`src/rtl/macc_seq_ctrl.sv`:
```
// Queued int8 multiply-accumulate engine behind a CFU command/response bus.
// Word pairs are buffered in a small FIFO and consumed one lane per cycle.
module macc_seq_ctrl #(
  parameter int FIFO_DEPTH = 4
) (
  input  logic        clk,
  input  logic        reset_n,
  input  logic        cmd_valid,
  output logic        cmd_ready,
  input  logic [2:0]  cmd_payload_function_id,
  input  logic [31:0] cmd_payload_inputs_0,
  input  logic [31:0] cmd_payload_inputs_1,
  output logic        rsp_valid,
  input  logic        rsp_ready,
  output logic        rsp_payload_response_ok,
  output logic [31:0] rsp_payload_outputs_0
);

  localparam int PW = (FIFO_DEPTH > 1) ? $clog2(FIFO_DEPTH) : 1;
  localparam int CW = PW + 1;

  localparam logic [2:0] OP_SET_OFFSET = 3'd0;
  localparam logic [2:0] OP_SET_ACC    = 3'd1;
  localparam logic [2:0] OP_PUSH       = 3'd2;
  localparam logic [2:0] OP_READ_ACC   = 3'd3;
  localparam logic [2:0] OP_STATUS     = 3'd4;

  typedef enum logic {ST_IDLE, ST_MAC} state_t;

  state_t        state_q;
  logic [1:0]    lane_q;
  logic [31:0]   filt_q;
  logic [31:0]   inp_q;
  logic [31:0]   acc_q;
  logic [31:0]   offset_q;

  logic [31:0]   mem_filt [FIFO_DEPTH];
  logic [31:0]   mem_inp  [FIFO_DEPTH];
  logic [PW-1:0] wr_ptr_q;
  logic [PW-1:0] rd_ptr_q;
  logic [CW-1:0] count_q;
  logic [CW-1:0] count_d;

  logic          rsp_valid_q;
  logic          rsp_ok_q;
  logic [31:0]   rsp_data_q;
  logic          rsp_ok_d;
  logic [31:0]   rsp_data_d;

  logic          fifo_empty;
  logic          fifo_full;
  logic          quiescent;
  logic          rsp_free;
  logic          op_allowed;
  logic          accept;
  logic          push;
  logic          pop;

  logic [7:0]         filt_byte;
  logic [7:0]         inp_byte;
  logic signed [31:0] filt_ext;
  logic signed [31:0] inp_ext;
  logic signed [31:0] inp_biased;
  logic signed [31:0] product;

  assign fifo_empty = (count_q == '0);
  assign fifo_full  = (count_q == CW'(FIFO_DEPTH));
  assign quiescent  = (state_q == ST_IDLE) && fifo_empty;
  assign rsp_free   = !rsp_valid_q || rsp_ready;

  always_comb begin
    op_allowed = 1'b1;
    case (cmd_payload_function_id)
      OP_SET_OFFSET, OP_SET_ACC, OP_READ_ACC: op_allowed = quiescent;
      OP_PUSH:                                op_allowed = !fifo_full;
      default:                                op_allowed = 1'b1;
    endcase
  end

  assign cmd_ready = rsp_free && op_allowed;
  assign accept    = cmd_valid && cmd_ready;
  assign push      = accept && (cmd_payload_function_id == OP_PUSH);
  // Pop on entry from IDLE or on the last lane, so back-to-back pairs have no bubble.
  assign pop       = !fifo_empty && ((state_q == ST_IDLE) || (lane_q == 2'd3));
  assign count_d   = count_q + CW'(push) - CW'(pop);

  assign filt_byte  = filt_q[{lane_q, 3'b000} +: 8];
  assign inp_byte   = inp_q[{lane_q, 3'b000} +: 8];
  assign filt_ext   = {{24{filt_byte[7]}}, filt_byte};
  assign inp_ext    = {{24{inp_byte[7]}}, inp_byte};
  assign inp_biased = inp_ext + $signed(offset_q);
  assign product    = filt_ext * inp_biased;

  always_ff @(posedge clk) begin
    if (push) begin
      mem_filt[wr_ptr_q] <= cmd_payload_inputs_0;
      mem_inp[wr_ptr_q]  <= cmd_payload_inputs_1;
    end
  end

  always_ff @(posedge clk or negedge reset_n) begin
    if (!reset_n) begin
      wr_ptr_q <= '0;
      rd_ptr_q <= '0;
      count_q  <= '0;
    end else begin
      if (push) wr_ptr_q <= wr_ptr_q + 1'b1;
      if (pop)  rd_ptr_q <= rd_ptr_q + 1'b1;
      count_q <= count_d;
    end
  end

  always_ff @(posedge clk or negedge reset_n) begin
    if (!reset_n) begin
      state_q  <= ST_IDLE;
      lane_q   <= 2'd0;
      filt_q   <= '0;
      inp_q    <= '0;
      acc_q    <= '0;
      offset_q <= '0;
    end else begin
      if (accept && (cmd_payload_function_id == OP_SET_OFFSET))
        offset_q <= cmd_payload_inputs_0;
      // SET_ACC only lands while quiescent, so it never races a MAC update.
      if (accept && (cmd_payload_function_id == OP_SET_ACC))
        acc_q <= cmd_payload_inputs_0;
      else if (state_q == ST_MAC)
        acc_q <= acc_q + product;
      case (state_q)
        ST_IDLE: begin
          if (pop) begin
            filt_q  <= mem_filt[rd_ptr_q];
            inp_q   <= mem_inp[rd_ptr_q];
            lane_q  <= 2'd0;
            state_q <= ST_MAC;
          end
        end
        default: begin
          lane_q <= lane_q + 2'd1;
          if (lane_q == 2'd3) begin
            if (pop) begin
              filt_q <= mem_filt[rd_ptr_q];
              inp_q  <= mem_inp[rd_ptr_q];
            end else begin
              state_q <= ST_IDLE;
            end
          end
        end
      endcase
    end
  end

  always_comb begin
    rsp_ok_d   = 1'b1;
    rsp_data_d = '0;
    case (cmd_payload_function_id)
      OP_SET_OFFSET, OP_SET_ACC: rsp_data_d = '0;
      OP_PUSH:                   rsp_data_d = 32'(count_d);
      OP_READ_ACC:               rsp_data_d = acc_q;
      OP_STATUS:                 rsp_data_d = {30'b0, (state_q == ST_MAC), fifo_full};
      default: begin
        rsp_ok_d   = 1'b0;
        rsp_data_d = '0;
      end
    endcase
  end

  always_ff @(posedge clk or negedge reset_n) begin
    if (!reset_n) begin
      rsp_valid_q <= 1'b0;
      rsp_ok_q    <= 1'b0;
      rsp_data_q  <= '0;
    end else if (accept) begin
      rsp_valid_q <= 1'b1;
      rsp_ok_q    <= rsp_ok_d;
      rsp_data_q  <= rsp_data_d;
    end else if (rsp_ready) begin
      rsp_valid_q <= 1'b0;
    end
  end

  assign rsp_valid               = rsp_valid_q;
  assign rsp_payload_response_ok = rsp_ok_q;
  assign rsp_payload_outputs_0   = rsp_data_q;

endmodule

```
`config.mk`:
```
export PLATFORM = sky130hd
export DESIGN_NAME = macc_seq_ctrl
export DESIGN_NICKNAME = d
export VERILOG_FILES = /design/src/rtl/macc_seq_ctrl.sv
export SDC_FILE = /design/constraint.sdc
export NUM_CORES = 1
export LEC_CHECK = 0
export BUFFER_PORTS_ARGS = -buffer_cell sky130_fd_sc_hd__buf_2
export CAP_MARGIN = 20
export CORE_MARGIN = 2
export CORE_UTILIZATION = 60
export CTS_CLUSTER_SIZE = 30
export DETAILED_ROUTE_END_ITERATION = 6
export HOLD_SLACK_MARGIN = 0.02
export PLACE_DENSITY = 0.81
export SLEW_MARGIN = 40
export SYNTH_ARGS = -nofsm -noshare
export SYNTH_HDL_FRONTEND = slang
export SYNTH_SLANG_ARGS = --single-unit
```
`constraint.sdc`:
```
create_clock -name clk -period 22.8 [get_ports clk]
set_clock_uncertainty 0.15 [all_clocks]
set_input_delay 1.14 -clock clk [delete_from_list [all_inputs] [get_ports clk]]
set_output_delay 1.14 -clock clk [all_outputs]
set_load 0.02 [all_outputs]
```
==> run metrics <==
status=completed; max-slew violation count=0; wirelength, routed=61.5 mm; fmax=99.8 MHz; hold path cells=2; CTS Buf Count=45; Hold Buf Count CTS=0; post-synth top area cell=edfxtp_1; PnR worst setup slack=12.78 ns; die width=around 210 µm; FP Rows=75; DR DRC count=0; vias in the first global route=roughly 17,000; post-layout util=67.3%; slowest stage delay, CP=0.86 ns; CTS tree=built; total track usage=29.1%; crit path launch type=flip-flop; min-delay worst type=reg2reg; syn_nets=2,345; largest cells by area after synthesis=edfxtp_1 (30%), dfrtp_1 (17%), fa_1 (15%); Die ar.=44,100 µm²; IO buf count=roughly 110; most common cell in the synthesized netlist=edfxtp_1; # setup viols final=0; largest net degree at the start of global routing=70; Post-Place Worst Slack=between 10 and 15 ns; register area=about 12,000 µm²; FILL cells=2,866; Fin Setup TNS=0 ns; Reg clk slew, reported paths=0.07 ns; commonest cells in the netlist=edfxtp_1 (256), fa_1 (189), nor2_1 (188), nand2_1 (180), dfrtp_1 (172); Synth Area per Inst=12.9 µm²; Relative slew margins=~43%; YS warnings=0; Clock Sinks=about 430; DR WL/cell=between 20 and 25 µm; DR pass1 iterations=6; Seq/Total Area, Yosys=a little under half; H-tree depth=2; CTS root buf=clkbuf_16; GRT overflow=0; RSZ-0062 raised after global routing=no; number of synthesized flops with an enable pin=approximately 260; critical path type=reg2reg; Starting Density=between 60% and 70%; Fin. Hold Viols=0; first-pass GRT wire length=97.7 mm; top cell type's share of synthesized area=30.2%; core footprint=about 42,000 µm²; period utilization=~44%; Tmin final=between 10 and 15 ns; number of antenna violations at the first check in global routing=8; Max Cap Violations=0; Synth Flop Type=edfxtp_1; WP data arrival=between 10 and 15 ns; CP most frequent cell=a21oi_1; Layout Area Growth over Synthesis=10.8%; Register-to-Register Path Depth=30; Synth Cell Area=25,500 µm²; crit-path max FO=25; post-CTS sizing=0; CTS max path bufs=3; clk_lat worst skew=0.58 ns; layout net count=2,434; vias per cell=6.19; 1st-iter DRT viols=1,578; # Post-CTS Setup Buffers=0; worst hold slack=about 0.33 ns; Syn Inst Count=1,980; Async SR Flop Fraction=between 40% and 50%; Post-DRT Antenna Nets=0; flops & latches, synth=between 400 and 500; share of layout cells above drive strength 1=between 10% and 20%; I/O pin count=roughly 110; Cell variety after synth=63; Via Count=between 15,000 and 20,000; Slew @ Worst Pin=0.850 ns; routability cong.=between 0.9 and 1; Worst Setup End Kind=flip-flop; Required @ worst endpoint=about 23 ns; Multi-input gate area=between 10,000 and 15,000 µm²; Critical Path Slowest Stage Cell=mux4_2; die height=210 µm; DP HPWL=43.0 mm
[routing by layer]
metal,track usage (%),share of wire [%]
met1,38.2,39
met2,48.4,49
met3,6.50,8.7
met4,10.4,3.7
met5,0,0.13
[worst max-delay path, delay by kind of cell (launching register included)]
kind,cells,cell delay (ns)
simple gates,2,0.35
mux,1,0.86
compound gates,15,3.62
flops,1,0.33
buf+inv,1,0.34
xor+xnor,4,1.11
fa+ha+maj,7,3.09
[registers in the layout (all words and copies together) (netlist names)]
register	cells
acc_q	32
wr_ptr_q	2
rsp_payload_response_ok	1
filt_q	32
inp_q	32
rsp_payload_outputs_0	32
mem_inp	128
rd_ptr_q	2
lane_q	2
mem_filt	128
count_q	3
rsp_valid	1
offset_q	32
state_q	1
[stage by stage]
step,std cells,cell area (µm²)
after floorplan,1980,25500
after global placement,2558,26600
after detailed placement,2560,26600
after CTS,2643,28200
after global routing,2645,28200
final,2646,28200
[layout make-up]
class,instances,share of cell area (%)
tap,539,2.39
multi-input combinational,1297,44.6
timing repair buffer,128,2.73
antenna,2,0.0177
sequential,428,42.5
clock buffer,58,4.23
inverter,169,2.25
clock inverter,25,1.23
[worst paths after layout]
path | from | end | slack, ns
max | lane_q[0] | acc_q[31] | 12.78
min | rsp_payload_outputs_0[4] | rsp_payload_outputs_0[4] | 0.33
max reg2reg | lane_q[0] | acc_q[31] | 12.78
min reg2reg | rsp_payload_outputs_0[4] | rsp_payload_outputs_0[4] | 0.33
max in group asynchronous | reset_n | acc_q[4] | 20.38
min in group asynchronous | reset_n | rsp_payload_outputs_0[18] | 0.43
[kinds of logic (layout without fill, tap and decap cells)]
kind of cell	Yosys count	in the layout	share of synthesized area, %
fa+ha+maj	294	294	20.0
mux	189	189	11.6
compound gates	262	262	6.64
xor+xnor	89	89	3.24
simple gates	463	463	7.71
buf+inv	255	380	3.77
flops	428	428	47.1
other cells	0	2	0
[placed cells by master, fill, tap and decap left out, types with 25 or more instances in the layout]
cell type	instances
edfxtp_1	256
fa_1	189
nor2_1	186
nand2_1	179
dfrtp_1	169
inv_1	167
ha_1	105
buf_2	104
mux2_2	102
mux4_2	74
o21ai_0	72
a21oi_1	49
xnor2_1	46
clkbuf_16	45
xor2_1	40
a22oi_1	30
nand2b_1	25
Power is left out: the tool's default activity adds up to more than one toggle a clock period on the data nets, which glitch-free logic cannot reach.
